$ cat config.mk
export PLATFORM = sky130hd
export DESIGN_NAME = hs_rr_arbiter
export DESIGN_NICKNAME = d
export VERILOG_FILES = /design/src/rtl/hs_arb_pkg.sv /design/src/rtl/hs_sync2.sv /design/src/rtl/hs_rr_arbiter.sv
export SDC_FILE = /design/constraint.sdc
export NUM_CORES = 1
export LEC_CHECK = 0
export CAP_MARGIN = 20
export CORE_MARGIN = 2
export CORE_UTILIZATION = 50
export CTS_CLUSTER_DIAMETER = 60
export CTS_CLUSTER_SIZE = 30
export DETAILED_ROUTE_END_ITERATION = 16
export GPL_TIMING_DRIVEN = 0
export HOLD_SLACK_MARGIN = 0.02
export MAX_ROUTING_LAYER = met4
export PLACE_DENSITY = 0.85
export SLEW_MARGIN = 10
export SYNTH_ARGS = -nofsm -noshare
export SYNTH_HDL_FRONTEND = slang
export SYNTH_SLANG_ARGS = --single-unit
export TNS_END_PERCENT = 100
$ cat constraint.sdc
create_clock -name clk -period 2.52 [get_ports clk]
set_input_delay 0.504 -clock clk [delete_from_list [all_inputs] [get_ports clk]]
set_output_delay 0.504 -clock clk [all_outputs]
set_load 0.02 [all_outputs]
$ cat src/rtl/hs_arb_pkg.sv
// Shared types and constants for the handshake round-robin arbiter.
package hs_arb_pkg;

  // Arbiter FSM encoding
  typedef enum logic [1:0] {
    IDLE    = 2'd0,
    SEND    = 2'd1,
    ACKED   = 2'd2,
    RELEASE = 2'd3
  } arb_state_t;

  localparam int DEF_N          = 4;
  localparam int DEF_DATA_WIDTH = 3;
  localparam int XFER_W         = 16;

endpackage

$ cat src/rtl/hs_sync2.sv
// Two-flop synchronizer, WIDTH bits wide, synchronous active-high reset to 0.
module hs_sync2
  import hs_arb_pkg::*;
#(
  parameter int WIDTH = 1
) (
  input  logic             clk,
  input  logic             rst,
  input  logic [WIDTH-1:0] d,
  output logic [WIDTH-1:0] q
);

  logic [WIDTH-1:0] meta_p0;
  logic [WIDTH-1:0] sync_p1;

  // Stage 0 captures the asynchronous input, stage 1 resolves metastability
  always_ff @(posedge clk) begin
    if (rst) begin
      meta_p0 <= '0;
      sync_p1 <= '0;
    end else begin
      meta_p0 <= d;
      sync_p1 <= meta_p0;
    end
  end

  assign q = sync_p1;

endmodule

$ cat src/rtl/hs_rr_arbiter.sv
// Round-robin arbiter sharing one four-phase req/ack channel between N
// requesters, with a completed-transfer counter.
// Optional macro HS_ARB_SYNC_EN: pass req_in and ack_in through two-flop
// synchronizers (adds two cycles to every input-driven transition).
module hs_rr_arbiter
  import hs_arb_pkg::*;
#(
  parameter int N          = DEF_N,
  parameter int DATA_WIDTH = DEF_DATA_WIDTH
) (
  input  logic                    clk,
  input  logic                    rst,
  input  logic [N-1:0]            req_in,
  output logic [N-1:0]            ack_out,
  input  logic [N*DATA_WIDTH-1:0] data_in,
  output logic                    req_out,
  input  logic                    ack_in,
  output logic [DATA_WIDTH-1:0]   data_out,
  output logic [N-1:0]            grant,
  output logic                    busy,
  output logic [XFER_W-1:0]       xfer_count
);

  localparam int IDX_W = (N > 1) ? $clog2(N) : 1;

  arb_state_t       state;
  logic [IDX_W-1:0] ptr;
  logic [IDX_W-1:0] gidx;
  logic [N-1:0]     req_s;
  logic             ack_s;
  logic             win_vld;
  logic [IDX_W-1:0] win_idx;

`ifdef HS_ARB_SYNC_EN
  logic [N:0] sync_q;

  hs_sync2 #(.WIDTH(N + 1)) u_sync (
    .clk (clk),
    .rst (rst),
    .d   ({ack_in, req_in}),
    .q   (sync_q)
  );

  assign req_s = sync_q[N-1:0];
  assign ack_s = sync_q[N];
`else
  assign req_s = req_in;
  assign ack_s = ack_in;
`endif

  // Index following g, wrapping at N (N need not be a power of two)
  function automatic logic [IDX_W-1:0] next_idx(input logic [IDX_W-1:0] g);
    if (g == IDX_W'(N - 1)) return '0;
    return g + 1'b1;
  endfunction

  // Pick the first requester at or above ptr; scanning downward lets the
  // closest candidate overwrite farther ones
  always_comb begin
    int               cand;
    logic [IDX_W-1:0] cand_idx;
    win_vld = 1'b0;
    win_idx = '0;
    for (int i = N - 1; i >= 0; i--) begin
      cand = int'(ptr) + i;
      if (cand >= N) cand = cand - N;
      cand_idx = IDX_W'(cand);
      if (req_s[cand_idx]) begin
        win_vld = 1'b1;
        win_idx = cand_idx;
      end
    end
  end

  // Handshake FSM with all outputs registered
  always_ff @(posedge clk) begin
    if (rst) begin
      state      <= IDLE;
      req_out    <= 1'b0;
      ack_out    <= '0;
      grant      <= '0;
      busy       <= 1'b0;
      data_out   <= '0;
      ptr        <= '0;
      gidx       <= '0;
      xfer_count <= '0;
    end else begin
      case (state)
        IDLE: begin
          // A stale downstream ack blocks any new grant
          if (win_vld && !ack_s) begin
            gidx     <= win_idx;
            grant    <= {{(N-1){1'b0}}, 1'b1} << win_idx;
            data_out <= data_in[win_idx*DATA_WIDTH +: DATA_WIDTH];
            req_out  <= 1'b1;
            busy     <= 1'b1;
            state    <= SEND;
          end
        end
        SEND: begin
          if (ack_s) begin
            ack_out <= grant;
            state   <= ACKED;
          end
        end
        ACKED: begin
          if (!req_s[gidx]) begin
            req_out <= 1'b0;
            state   <= RELEASE;
          end
        end
        RELEASE: begin
          if (!ack_s) begin
            ack_out    <= '0;
            grant      <= '0;
            busy       <= 1'b0;
            ptr        <= next_idx(gidx);
            xfer_count <= xfer_count + 1'b1;
            state      <= IDLE;
          end
        end
        default: state <= IDLE;
      endcase
    end
  end

endmodule
# Yosys cells after proc, flatten, opt, wreduce, memory -nomap -nowiden

Index checks and enable logic that the tools add are counted.

Word-level logic and storage cells: 94
Register bits: 35
Output and inout port bits: 29

$lt $le $gt $ge: 9
Equal/unequal tests: 8
Add/sub/neg operators: 9
$mul: 1
Bitwise gates (word level): 1
Reductions and logical operators: 12
Mux-type cells: 43
Shift-type cells: 2

Operator list:

| operator                                                                            | number |
|---|---|
| 2-bit 2-to-1 mux                                                                    | 14 |
| 16-bit by 1-bit adder with 16-bit output, second input constant                     | 1 |
| 1-bit 2-to-1 mux                                                                    | 16 |
| 4-bit one-hot mux with 2 select lines                                               | 2 |
| 2-bit by 3-bit less-than comparator with 1-bit output, second input constant        | 5 |
| 4-bit 2-to-1 mux                                                                    | 3 |
| 12-bit by 5-bit variable part select with 3-bit output                              | 1 |
| 1-bit binary-select mux with 2-bit select                                           | 5 |
| 3-bit greater-or-equal comparator, second input constant                            | 3 |
| 3-bit AND reduction                                                                 | 3 |
| 2-bit != test, second input constant                                                | 4 |
| 2-bit one-hot mux with 4 select lines                                               | 1 |
| 2-bit by 1-bit subtractor with 2-bit output, second input constant                  | 4 |
| 2-bit by 2-bit adder with 3-bit output, second input constant                       | 2 |
| 2-bit == test, second input constant                                                | 3 |
| 2-bit nonzero test                                                                  | 3 |
| 2-bit by 2-bit multiplier with 4-bit output, second input constant                  | 1 |
| 1-bit one-hot mux with 2 select lines                                               | 2 |
| 2-bit AND reduction                                                                 | 2 |
| 4-bit AND reduction                                                                 | 1 |
| 1-bit by 2-bit left shift with 4-bit output, first input constant                   | 1 |
| 2-bit by 1-bit adder with 3-bit output, second input constant                       | 1 |
| 2-bit by 3-bit greater-or-equal comparator with 1-bit output, second input constant | 1 |
| 2-bit by 1-bit adder with 2-bit output, second input constant                       | 1 |
| 5 further kinds                                                                     | 5 |

# Depth between registers and ports, before layout

Gate-level depths: netlist of run 1.

Word-level depth: 12
Gate-level depth with buffers: 7

# Worst setup path after synthesis of run 1

Ideal clock, no wire load.

Path type: in2reg
Start: input req_in[2]
End: register data_out[0]
Slack: 0.918 ns
Buffers on the path: 1
Arrival: 1.468 ns
Data required time: 2.387 ns
Setup time: 0.133 ns
Cell stages on the path: 6
Cells stage by stage: nor2b_4 -> a21o_1 -> a211o_1 -> buf_6 -> mux2i_1 -> o221ai_1

Word-level cells in the longest chain between the ends: 8

Ends and longest elaborated chain:

| what                                                                                          | line                                     | text |
|---|---|---|
| start, declared                                                                               | hs_rr_arbiter.sv:13                      | `input logic [N-1:0] req_in,` |
| 1-bit binary-select mux with 2-bit select                                                     | hs_rr_arbiter.sv:68                      | `if (req_s[cand_idx]) begin` |
| 1-bit 2-to-1 mux (not written as such)                                                        | hs_rr_arbiter.sv:68                      |  |
| 2-bit 2-to-1 mux or 1-bit 2-to-1 mux (tied branches) (4 in series)                            | hs_rr_arbiter.sv:68                      |  |
| 2-bit by 2-bit multiplier with 4-bit output or 1-bit logical AND (tied branches)              | hs_rr_arbiter.sv:94, hs_rr_arbiter.sv:91 |  |
| 12-bit by 5-bit variable part select with 3-bit output or 2-bit AND reduction (tied branches) | -                                        |  |
| end signal, assigned                                                                          | hs_rr_arbiter.sv:94                      | `data_out <= data_in[win_idx*DATA_WIDTH +: DATA_WIDTH];` |
| end, declared                                                                                 | hs_rr_arbiter.sv:18                      | `output logic [DATA_WIDTH-1:0] data_out,` |

Parallel ways exist; a longest one is shown, timed or not. The select of a mux whose other input is x is not followed.
A chain may end at the register's enable or synchronous reset.

# Worst setup path in the final report of run 1

Start: register xfer_count[0]
End: output xfer_count[0]

RTL lines:

| what                   | line                 | text |
|---|---|---|
| start, declared        | hs_rr_arbiter.sv:21  | `output logic [XFER_W-1:0] xfer_count` |
| start signal, assigned | hs_rr_arbiter.sv:118 | `xfer_count <= xfer_count + 1'b1;` |

No word-level cell between the ends.

==> results.yml, run 1 <==
run:
  max_cap_viol_count: 0
grt:
  grt_max_degree: 11
  grt_pass1_wl_mm: 6.451
  antenna_found_initial: 0
  grt-ovfl-total: 0
  grt_use_total: 0.2047
  grt_pass1_vias: 1415
routing:
  first_pass_iters: 4
  drt-initial-drc-count: 84
  drt_wl_total_mm: 3.753
  vias_per_cell: 5.507
  vias: 1630
  ant_nets: 0
  wire_per_inst_um: 12.68
  drc: 0
worst_setup_path:
  slowest_stage: "clkdlybuf4s50_1"
  crit_type: "reg -> out"
  cp-start-kind: "register"
  path_delay_family: "buffers and inverters"
  worstPathCellList: "clkdlybuf4s50_1"
  critPathArrivalTime_ns: 1.42
  worstPathRequired_ns: 2.02
  crit_path_end_kind: "primary output"
  cpPeakStageDelay_ns: 0.64
  cp_max_fo: 4
  cp_num_buf_inv: 1
timing:
  fin_crit_sh: 0.7647
  skew_ns: 0.009590
  period_needed_ns: 1.927
  tightest_slew_ns: 0.5192
  fmax_mhz: 518.9
  rsz0062_at_grt: "no"
  setup_viol: 0
  hold_viol_final: 0
  fin_setup_tns_ns: 0
  fin_ws_ns: 0.5929
  maxSlewViolCount: 0
  relSlewSlack: 0.6528
final_layout:
  antenna_cells: 0
  fillers: 266
  layout.nets: 274
  areaGrowthSynthToFinish_pct: 31.64
  fin_cells: 296
  postLayoutCellArea_mm2: 0.002364
  drive_gt1_frac: 0.07600
clock_network:
  cts-htree-levels: 2
  clockRootBuffer: "clkbuf_4"
  cts.sinks: 35
  postCtsSetupRepairBufs: 0
  cts_resized: 0
  worst_setup_hold_path_clk_slew_ns: 0.11
  postCtsHoldBufs: 0
  insertion_delay_ns: 0.35
  clockBufferDepth: 2
  cts_tree: "built"
  cts_made_buffers: 5
power_and_ir_drop:
  p_clk_frac: 0.199
  p_leak_nw: 0.8752
  p_int_uw: 968.1
  sw_frac_of_total: 0.3487
  vdd_ir_drop_max_v: 0.0005696
  switchingPower_uw: 518.4
  p_seq_frac: 0.447
  p_per_area_mw_per_mm2: 629.0
  p_comb_frac: 0.353
run_status:
  status: "complete, no violations"
placement:
  io_buffers: 46
  placed_cells: 288
  dpl_cell_area_mm2: 0.002313
  dp_hpwl_mm: 2.790
  gp_congestion: 0.7887
  dp_slack_ns: 0.2630
synth:
  yosysWarnings: 0
  synth-seq-area-share: 0.3902
  netlist_area_mm2: 0.001795
  synth_top_area_frac: 0.3902
  ys_async_sr_fraction: 0
  avgSynthCellArea_um2: 9.161
  synth-seq-cells: 35
  synth_fp_nets: 221
  syn_inst: 196
  synth_edf_count: 0
  ys_top_cells_by_area: "dfxtp_1, mux2i_1, nor2_1"
  yosys.cell_types.count: 45
  synth_area_leader_cell: "dfxtp_1"
  synthFlopType: "dfxtp_1"
floorplan:
  rows: 21
  core_area_mm2: 0.003390
  ioPinCount: 48
  die-area_mm2: 0.004086
  start_util: 0.5297
  die-width_um: 63.93
  die_y_um: 63.93
hold_path:
  hold_path_class: "reg -> reg"
cells in the mapped netlist (2+ instances only):
library cell  number
nand4_1            2
xor2_1             5
inv_1              6
nor2b_1            2
or3_1              4
clkbuf_1           3
nand3b_1           6
nor2_1            28
nor3_1             6
a32oi_1            2
mux2i_1           11
o221ai_1           3
nand3_1            5
buf_1              2
a21oi_1           15
ha_1               6
o21ai_0            9
nand2_1           11
a2111oi_0          4
and4_1             2
xnor2_1            6
dfxtp_1           35
path summary, 6_finish.rpt:
| path | start | to | slack, ns | cells after the start |
|---|---|---|---|---|
| worst max-delay path | xfer_count[0] | xfer_count[0] | 0.59 | 1 |
| worst min-delay path | grant[1] | grant[1] | 0.48 | 2 |
| worst max register to register | state[0] | xfer_count[15] | 0.69 | 7 |
| worst min register to register | grant[1] | grant[1] | 0.48 | 2 |
registers in the layout, indices dropped and copies added (netlist names):
name,count
xfer_count,16
ack_out,4
grant,4
data_out,3
gidx,2
ptr,2
state,2
busy,1
req_out,1
cell families (layout without fill, tap and decap cells):
family	after synthesis	after routing	synth area share
compound gates	41	41	0.1554
xor+xnor	11	11	0.05366
fa+ha+maj	6	6	0.04181
buf+inv	15	69	0.04669
flops	35	35	0.3902
mux	12	12	0.07596
simple gates	76	76	0.2362
power by group through the flow:
| stage | combinational, mW | sequential, mW | clock, mW |
|---|---|---|---|
| detailed placement | 0.524 | 0.678 | 0 |
| global placement | 0.513 | 0.674 | 0 |
| global route | 0.574 | 0.675 | 0.331 |
| CTS | 0.525 | 0.665 | 0.303 |
| finish | 0.525 | 0.665 | 0.296 |
| floorplan | 0.293 | 0.724 | 0 |
layout make-up:
class / instances / area, µm² / area share
plain buffers: 9 / 61.31 / 0.02594
flip-flops and latches: 35 / 700.7 / 0.2965
repair buffers: 46 / 460.4 / 0.1948
well taps: 46 / 57.56 / 0.02435
clock inverters: 1 / 5.005 / 0.002118
clock buffers: 7 / 45.04 / 0.01906
multi-input cells: 146 / 1011 / 0.4277
inverters: 6 / 22.52 / 0.009529
cells in the final DEF, fill, tap and decap left out, types with 3 or more instances in the layout:
cell	netlist	final
clkdlybuf4s50_1	0	46
clkbuf_4	0	5
ha_1	6	6
nand3_1	5	5
nor3_1	6	6
o221ai_1	3	3
dfxtp_1	35	35
clkbuf_1	3	5
or3_1	4	4
xor2_1	5	5
nor2_1	28	28
o21ai_0	9	9
mux2i_1	11	11
nand2_1	11	11
a21oi_1	15	15
inv_1	6	6
xnor2_1	6	6
nand3b_1	6	6
a2111oi_0	4	4
layer usage:
metal  vias to the layer above  wire [µm]  GRT usage
li1                        819          -          -
met1                       776       1777     0.2604
met2                        30       1748     0.3177
met3                         5        156    0.04754
met4                         0         71    0.07337
met5                         -          0          -
through the flow:
step	utilization	power (mW)	hold slack, ns
6_report	0.6973	1.487	0.4846
3_5_place_dp	0.6825	1.202	0.4676
4_1_cts	0.6973	1.493	0.4834
5_1_grt	0.6973	1.580	0.5154
3_3_place_gp	0.6825	1.187	0.4624
2_1_floorplan	-	1.018	0.4939
Power figures use the tool's default switching activity.
==> run 2: changes to the inputs <==
- CORE_UTILIZATION: 50 -> 48
- PLACE_DENSITY: 0.85 -> 0.82
- clock period: 2.52 -> 1.8 ns (I/O delays scaled with it)
==> run 2 against run 1 <==
Combinational power is 42% higher. Worst setup slack got worse by 0.53 ns. Wire length up 5.5%. First-iteration DRC count is 20% higher. Core utilization is 1.5 points lower. Final cell count up 1.0%. Cell area rose by 4.9%. Critical path depth unchanged. Non-clock buffer count is 2 higher. Critical path type unchanged. Critical endpoint is now xfer_count[2]. Highest routed layer unchanged.
==> results.yml, run 2 (synthesis results as in run 1) <==
run_status:
  status: "complete, no violations"
floorplan:
  die-width_um: 65.16
  ioPinCount: 48
  die_y_um: 65.16
  die-area_mm2: 0.004246
  rows: 22
  core_area_mm2: 0.003633
  start_util: 0.4941
placement:
  dp_slack_ns: -0.2991
  dpl_cell_area_mm2: 0.002316
  io_buffers: 46
  dp_hpwl_mm: 2.742
  gp_congestion: 0.8636
  placed_cells: 290
worst_setup_path:
  worstPathCellList: "clkdlybuf4s50_1"
  crit_type: "reg -> out"
  critPathArrivalTime_ns: 1.38
  worstPathRequired_ns: 1.44
  path_delay_family: "buffers and inverters"
  cp_num_buf_inv: 1
  slowest_stage: "clkdlybuf4s50_1"
  cp_max_fo: 4
  cp-start-kind: "register"
  r2r_slack_ns: 0.11
  worst-r2r-cell-count: 5
  crit_path_end_kind: "primary output"
  crit_cells: 1
  cpPeakStageDelay_ns: 0.66
final_layout:
  fin_cells: 299
  largest-register: "xfer_count"
  antenna_cells: 0
  largest_reg_flops: 16
  postLayoutCellArea_mm2: 0.002480
  drive_gt1_frac: 0.1116
  areaGrowthSynthToFinish_pct: 38.12
  reg.largest.list: "xfer_count (16), ack_out (4), grant (4)"
  final_common_cell: "clkdlybuf4s50_1"
  layout.nets: 276
  postLayoutCoreUtil: 0.6825
  mostFrequentLayoutCells: "clkdlybuf4s50_1, dfxtp_1, nor2_1"
routing:
  drt-initial-drc-count: 101
  ant_nets: 0
  drc: 0
  vias: 1612
  wire_per_inst_um: 13.24
  first_pass_iters: 5
  drt_wl_total_mm: 3.960
  vias_per_cell: 5.391
clock_network:
  cts_made_buffers: 5
  postCtsHoldBufs: 0
  cts.sinks: 35
  worst_setup_hold_path_clk_slew_ns: 0.07
  clockBufferDepth: 2
  cts_tree: "built"
  cts-htree-levels: 2
  insertion_delay_ns: 0.29
  clockRootBuffer: "clkbuf_8"
timing:
  relSlewSlack: 0.6766
  whs_ns: 0.4719
  setup_viol: 0
  period_needed_ns: 1.737
  skew_ns: 0.01097
  fin_crit_sh: 0.9651
  fin_ws_ns: 0.06276
  fin_setup_tns_ns: 0
  tightest_slew_ns: 0.4851
  hold_viol_final: 0
  maxSlewViolCount: 0
  fmax_mhz: 575.6
power_and_ir_drop:
  p_per_area_mw_per_mm2: 955.2
  p_total_mw: 2.369
  vdd_ir_drop_max_v: 0.0005488
  p_leak_nw: 0.9503
grt:
  grt-ovfl-total: 0
  grt_max_degree: 11
  antenna_found_initial: 0
  grt_pass1_wl_mm: 6.561
  grt_use_total: 0.2016
  grt_pass1_vias: 1479
hold_path:
  hold_path_class: "in -> reg"
  min_path_cells: 2
run:
  max_cap_viol_count: 0
run 2: cell type report:
| class | instances | area, µm² |
|---|---|---|
| plain buffers | 9 | 61.31 |
| clock buffers | 6 | 72.57 |
| clock inverters | 1 | 30.03 |
| fillers | 295 | 1154 |
| inverters | 6 | 22.52 |
| multi-input cells | 146 | 1045 |
| flip-flops and latches | 35 | 704.4 |
| well taps | 48 | 60.06 |
| repair buffers | 48 | 484.2 |
run 2: path summary, 6_finish.rpt:
path	start	endpoint
worst max-delay path	xfer_count[2]	xfer_count[2]
worst min-delay path	rst	ack_out[0]
worst max register to register	xfer_count[1]	xfer_count[12]
worst min register to register	grant[3]	grant[3]
run 2: power breakdown:
group          total (mW)  internal [mW]  leakage, nW  switching [mW]
sequential          0.941          0.870        0.285          0.0710
clock               0.682          0.406       0.0513           0.276
combinational       0.746          0.340        0.614           0.406
run 2: routing by layer:
metal	part of all wire	global-route usage
met5	0	-
met4	0.020	0.05469
met3	0.046	0.05822
met2	0.47	0.3176
met1	0.47	0.2549
run 2: repair_timing:
action,4_1_cts,5_1_grt
resized for setup,2,12
pin swaps,0,1
buffers inserted,0,2
setup endpoints to repair,6,17
==> RTL change 1: new RTL, settings of run 2 <==
Reset style: asynchronous (`rst`), changed in one clocked block. Comments in the files are not updated.
--- a/src/rtl/hs_rr_arbiter.sv
+++ b/src/rtl/hs_rr_arbiter.sv
@@ -74,5 +74,5 @@
 
   // Handshake FSM with all outputs registered
-  always_ff @(posedge clk) begin
+  always_ff @(posedge clk or posedge rst) begin
     if (rst) begin
       state      <= IDLE;
Function: differs if rst is asserted again (counterexample within 4 cycles, from zero or initial values and one cycle with rst high); with rst held inactive, the same outputs for 10 cycles.
==> RTL change 1 against run 2 <==
- synthesized cell count fell by 11%
- register-to-register slack worse by 100 ps
- global-route usage decreased by 1.1 points
- highest routed layer unchanged
- worst setup slack got worse by 55 ps
- routed wire length decreased by 3.8%
- clock skew shrank 3.3 ps
- via count decreased by 6.3%
- worst hold slack lost 12 ps
- sequential cell count did not move
- design area rose by 5.2%
- area after synthesis is 2.5% higher
Power is not compared: it rests on default switching activity, and its combinational part moved more than twofold at a synthesized area within 25%.
==> RTL change 1: results (changes against run 2) <==
status: finished clean
Worst EP arrival: 1970 ps (+590 ps)
r2r setup slk: 8 ps (-100 ps)
WHS Path Cells: 1 (-1)
Filler cells: 268 (-9.2%)
sw power: 1.41 mW
Critical R2R Capture: grant[3]
most frequent cells after synthesis: dfrtp_1 (35), nand2_1 (19), nor2_1 (14)
post-synthesis compound-gate area fraction: 0.163 (+0.00775)
number of global-route vias before repair: 1382 (-6.6%)
CTS clk-pin slew, worst paths: 70 ps (about the same)
syn_nets: 199 (-10%)
Port Buffer Count: 47 (+2.2%)
global-route wire length before repair: 6130 um (-6.6%)
Vias/cell: 5.30 (-1.7%)
Synth Area in XOR/XNOR: 0.0714 (+0.0177)
GRT Total Usage: 0.191 (-0.0110)
TritonCTS buffer count: 5 (unchanged)
HP Start: xfer_count[15]
hpwl dp: 2640 um (-3.7%)
Area contributors post-synth: dfrtp_1 (48%), xnor2_1 (4.8%), ha_1 (4.1%)
ys async rst share: 1.00 (+1.00)
share of cells above drive strength 1: 0.169 (+0.0572)
DP Area: 2370 sq um (+2.4%)
Worst Skew: 7.66 ps (-3.31 ps)
Top Registers: xfer_count x16, ack_out x4, grant x4
WHS Endpoint: xfer_count[15]
GR Layer Usage met3: 0.0409 (-0.0173)
LEAKAGE: 1.16 nW
nets: 262 (-5.1%)
Setup Slack @ Placement: -559 ps (-260 ps)
mux contribution to synthesized area: 0.0578 (-0.0182)
M1 GR Usage: 0.235 (-0.0198)
Cell variety after synth: 37 (-18%)
largest net degree at the start of global routing: 36 (+25)
GR Util met2: 0.304 (-0.0133)
largest fanout on the critical path: 7 (+3)
Post-Route WL: 3810 um (-3.8%)
gpl congestion: 0.819 (-5.2%)
Detailed Routing Iterations Pass 1: 4 (-1)
Adder-Cell Fraction of Synth Area: 0.0408 (-0.00102)
slew of the pin with the lowest slew margin: 723 ps (+238 ps)
Min-Delay Path Class: register to register
crit path launch: ptr[1]
clk_lat worst skew: 280 ps
DRT iter0 DRCs: 78 (-23%)
root buf cell: clkbuf_8
Clock Path Buffers: 2 (unchanged)
number of cells on the worst reg-to-reg path: 7 (+2)
H-tree depth: 2 (unchanged)
register area share after synthesis: 0.476 (+0.0856)
-- RTL change 1: timing repair --
item,CTS,global route
endpoints found under the setup margin,15,12
pin swaps,6,7
buffers inserted,4,6
gates resized for setup,17,7
gates cloned,0,0
-- RTL change 1: how the worst max path moves through the flow --
| stage | slack, ps | endpoint | cells after the start |
|---|---|---|---|
| after floorplan | 50 | xfer_count[11] | 7 |
| after global placement | -500 | data_out[2] | 7 |
| after detailed placement | -560 | data_out[0] | 7 |
| after CTS | 2 | data_out[0] | 7 |
| after global routing | -60 | grant[3] | 7 |
| final | 8 | grant[3] | 7 |
-- RTL change 1: kinds of logic after synthesis --
| kind of cell | count (synthesis) |
|---|---|
| mux | 9 |
| fa+ha+maj | 6 |
| buf+inv | 11 |
| flops | 35 |
| simple gates | 61 |
| compound gates | 37 |
| xor+xnor | 15 |
-- RTL change 1: per-layer routing --
| layer | vias up | share of wire |
|---|---|---|
| met4 | 0 | 0.014 |
| li1 | 753 | - |
| met2 | 34 | 0.49 |
| met5 | - | 0 |
| met3 | 5 | 0.034 |
| met1 | 719 | 0.46 |
-- RTL change 1: worst max-delay path, stage by stage (launching register included) --
cell and delay (ps):
dfrtp_1 370, buf_6 130, mux2i_1 160, nor2_2 60
or3_4 390, buf_8 150, buf_4 150, o41ai_4 270
-- RTL change 1: power groups by stage --
stage	combinational (mW)	clock, mW	sequential (mW)
after floorplan	0.868	0	1.43
after global placement	1.61	0	1.25
after detailed placement	1.65	0	1.25
after CTS	1.76	0.570	1.25
after global routing	2.01	0.609	1.28
final	1.86	0.566	1.25
-- RTL change 1: per-stage QoR --
step | hold WS [ps] | instances
floorplan | 501 | 174
global placement | 461 | 269
detailed placement | 467 | 269
CTS | 477 | 280
global route | 494 | 285
finish | 460 | 285
-- RTL change 1: final cells by class --
| cell class | count | area [sq um] | share of cell area |
|---|---|---|---|
| multi-input combinational | 128 | 977 | 0.374 |
| timing repair buffer | 57 | 542 | 0.208 |
| clock buffer | 6 | 82.6 | 0.0316 |
| sequential | 35 | 876 | 0.336 |
| buffer | 6 | 52.6 | 0.0201 |
| tap | 48 | 60.1 | 0.0230 |
| inverter | 4 | 15.0 | 0.00575 |
| clock inverter | 1 | 5.00 | 0.00192 |
==> RTL change 2: new RTL, flow settings as in run 2 <==
Without the edit above. Build with the macro `HS_ARB_SYNC_EN` defined.
--- a/src/rtl/hs_rr_arbiter.sv
+++ b/src/rtl/hs_rr_arbiter.sv
@@ -3,4 +3,6 @@
 // Optional macro HS_ARB_SYNC_EN: pass req_in and ack_in through two-flop
 // synchronizers (adds two cycles to every input-driven transition).
+`define HS_ARB_SYNC_EN
+
 module hs_rr_arbiter
   import hs_arb_pkg::*;
Function: changed (Yosys sat finds a counterexample within 4 cycles, from zero or initial values and one cycle with rst high).
==> RTL change 2 against run 2 <==
- design area increased by 10%
- routed wire length increased by 4.2%
- worst setup slack improved by 37 ps
- power increased by 6.2%
- critical path depth unchanged
- maximum frequency increased by 2.2%
- clock power increased by 13%
- sequential cell count increased by 10
- area after synthesis increased by 13%
- critical path type unchanged
- largest cell class unchanged
==> RTL change 2: results (changes against run 2) <==
postcts setup bufs: 0 (unchanged)
clk_lat worst skew: 290 ps (about the same)
root buf cell: clkbuf_8
nets: 301 (+9.1%)
LEAKAGE: 1.02 nW (+7.6%)
Detailed Routing Iterations Pass 1: 4 (-1)
DP Area: 2560 sq um (+10%)
Cell variety after synth: 40 (-11%)
Crit-path slowest cell: clkdlybuf4s50_1
Worst EP arrival: 1340 ps (-40 ps)
GRT Total Usage: 0.201 (-0.00101)
largest net degree at the start of global routing: 15 (+4)
gpl congestion: 0.805 (-6.8%)
slew of the pin with the lowest slew margin: 499 ps (+13.7 ps)
hpwl dp: 3080 um (+12%)
DRT iter0 DRCs: 91 (-9.9%)
max incr delay on CP: 640 ps (-20 ps)
Largest register FFs: 16 (unchanged)
Top delay family on crit path: buffers and inverters
H-tree depth: 2 (unchanged)
maximum VDD drop: 0.590 mV (+7.4%)
initial antenna violation count: 0 (unchanged)
Min-Delay Path Class: register to register
status: finished clean
yosys warns: 0 (unchanged)
number of global-route vias before repair: 1543 (+4.3%)
largest register by flop count: xfer_count
Clock Path Buffers: 2 (unchanged)
share of cells above drive strength 1: 0.0975 (-0.0141)
global-route wire length before repair: 6910 um (+5.3%)
Area contributors post-synth: dfxtp_1 (45%), mux2i_1 (4.5%), nor2_1 (4.5%)
CTS clk-pin slew, worst paths: 80 ps
Post-Route WL: 4130 um (+4.2%)
Port Buffer Count: 47 (+2.2%)
Vias/cell: 5.31 (-1.4%)
Worst Skew: 6.12 ps (-4.85 ps)
TritonCTS buffer count: 5 (unchanged)
syn_nets: 247 (+12%)
largest fanout on the critical path: 6 (+2)
most frequent cells after synthesis: dfxtp_1 (45), nor2_1 (24), a21oi_1 (17)
register area share after synthesis: 0.445 (+0.0550)
ys async rst share: 0 (unchanged)
ant diodes: 0 (unchanged)
RTL change 2: timing repair:
item	4_1_cts	5_1_grt
endpoints found under the hold margin	0	0
setup endpoints to repair	9	18
gates resized for setup	3	11
RTL change 2: final cells by class:
| cell class | instances | area [sq um] |
|---|---|---|
| well taps | 50 | 62.6 |
| clock inverters | 2 | 37.5 |
| plain buffers | 11 | 57.6 |
| clock buffers | 6 | 82.6 |
| repair buffers | 47 | 473 |
| flip-flops and latches | 45 | 905 |
| inverters | 9 | 33.8 |
| fillers | 341 | 1300 |
| multi-input cells | 157 | 1080 |
RTL change 2: path summary, 6_finish.rpt:
kind	cells after the start	from	end	slack, ps
worst max-delay path	1	xfer_count[11]	xfer_count[11]	100
worst min-delay path	1	u_sync.meta_p0[0]	u_sync.q[0]	440
worst max register to register	6	state[0]	xfer_count[8]	120
worst min register to register	1	u_sync.meta_p0[0]	u_sync.q[0]	440
RTL change 2: kinds of logic after synthesis:
logic type      synth area share
simple gates               0.239
flops                      0.445
compound gates             0.129
buf+inv                   0.0421
xor+xnor                  0.0519
mux                       0.0557
fa+ha+maj                 0.0371
RTL change 2: stage by stage:
stage,utilization,cells,setup slack [ps]
2_1_floorplan,-,222,169
3_3_place_gp,0.634,319,-112
3_5_place_dp,0.634,319,-128
4_1_cts,0.668,327,7.40
5_1_grt,0.677,327,-52.3
6_report,0.677,327,99.7
RTL change 2: metal layers:
metal  GRT usage  vias to the layer above  part of all wire
li1            -                      877                 -
met5           -                        -                 0
met2       0.325                       20              0.51
met3      0.0438                        6             0.025
met4      0.0588                        0             0.015
met1       0.252                      835              0.45
RTL change 2: report_power, final:
group | internal, mW | switching, mW
combinational | 0.271 | 0.333
clock | 0.451 | 0.321
sequential | 1.08 | 0.0611
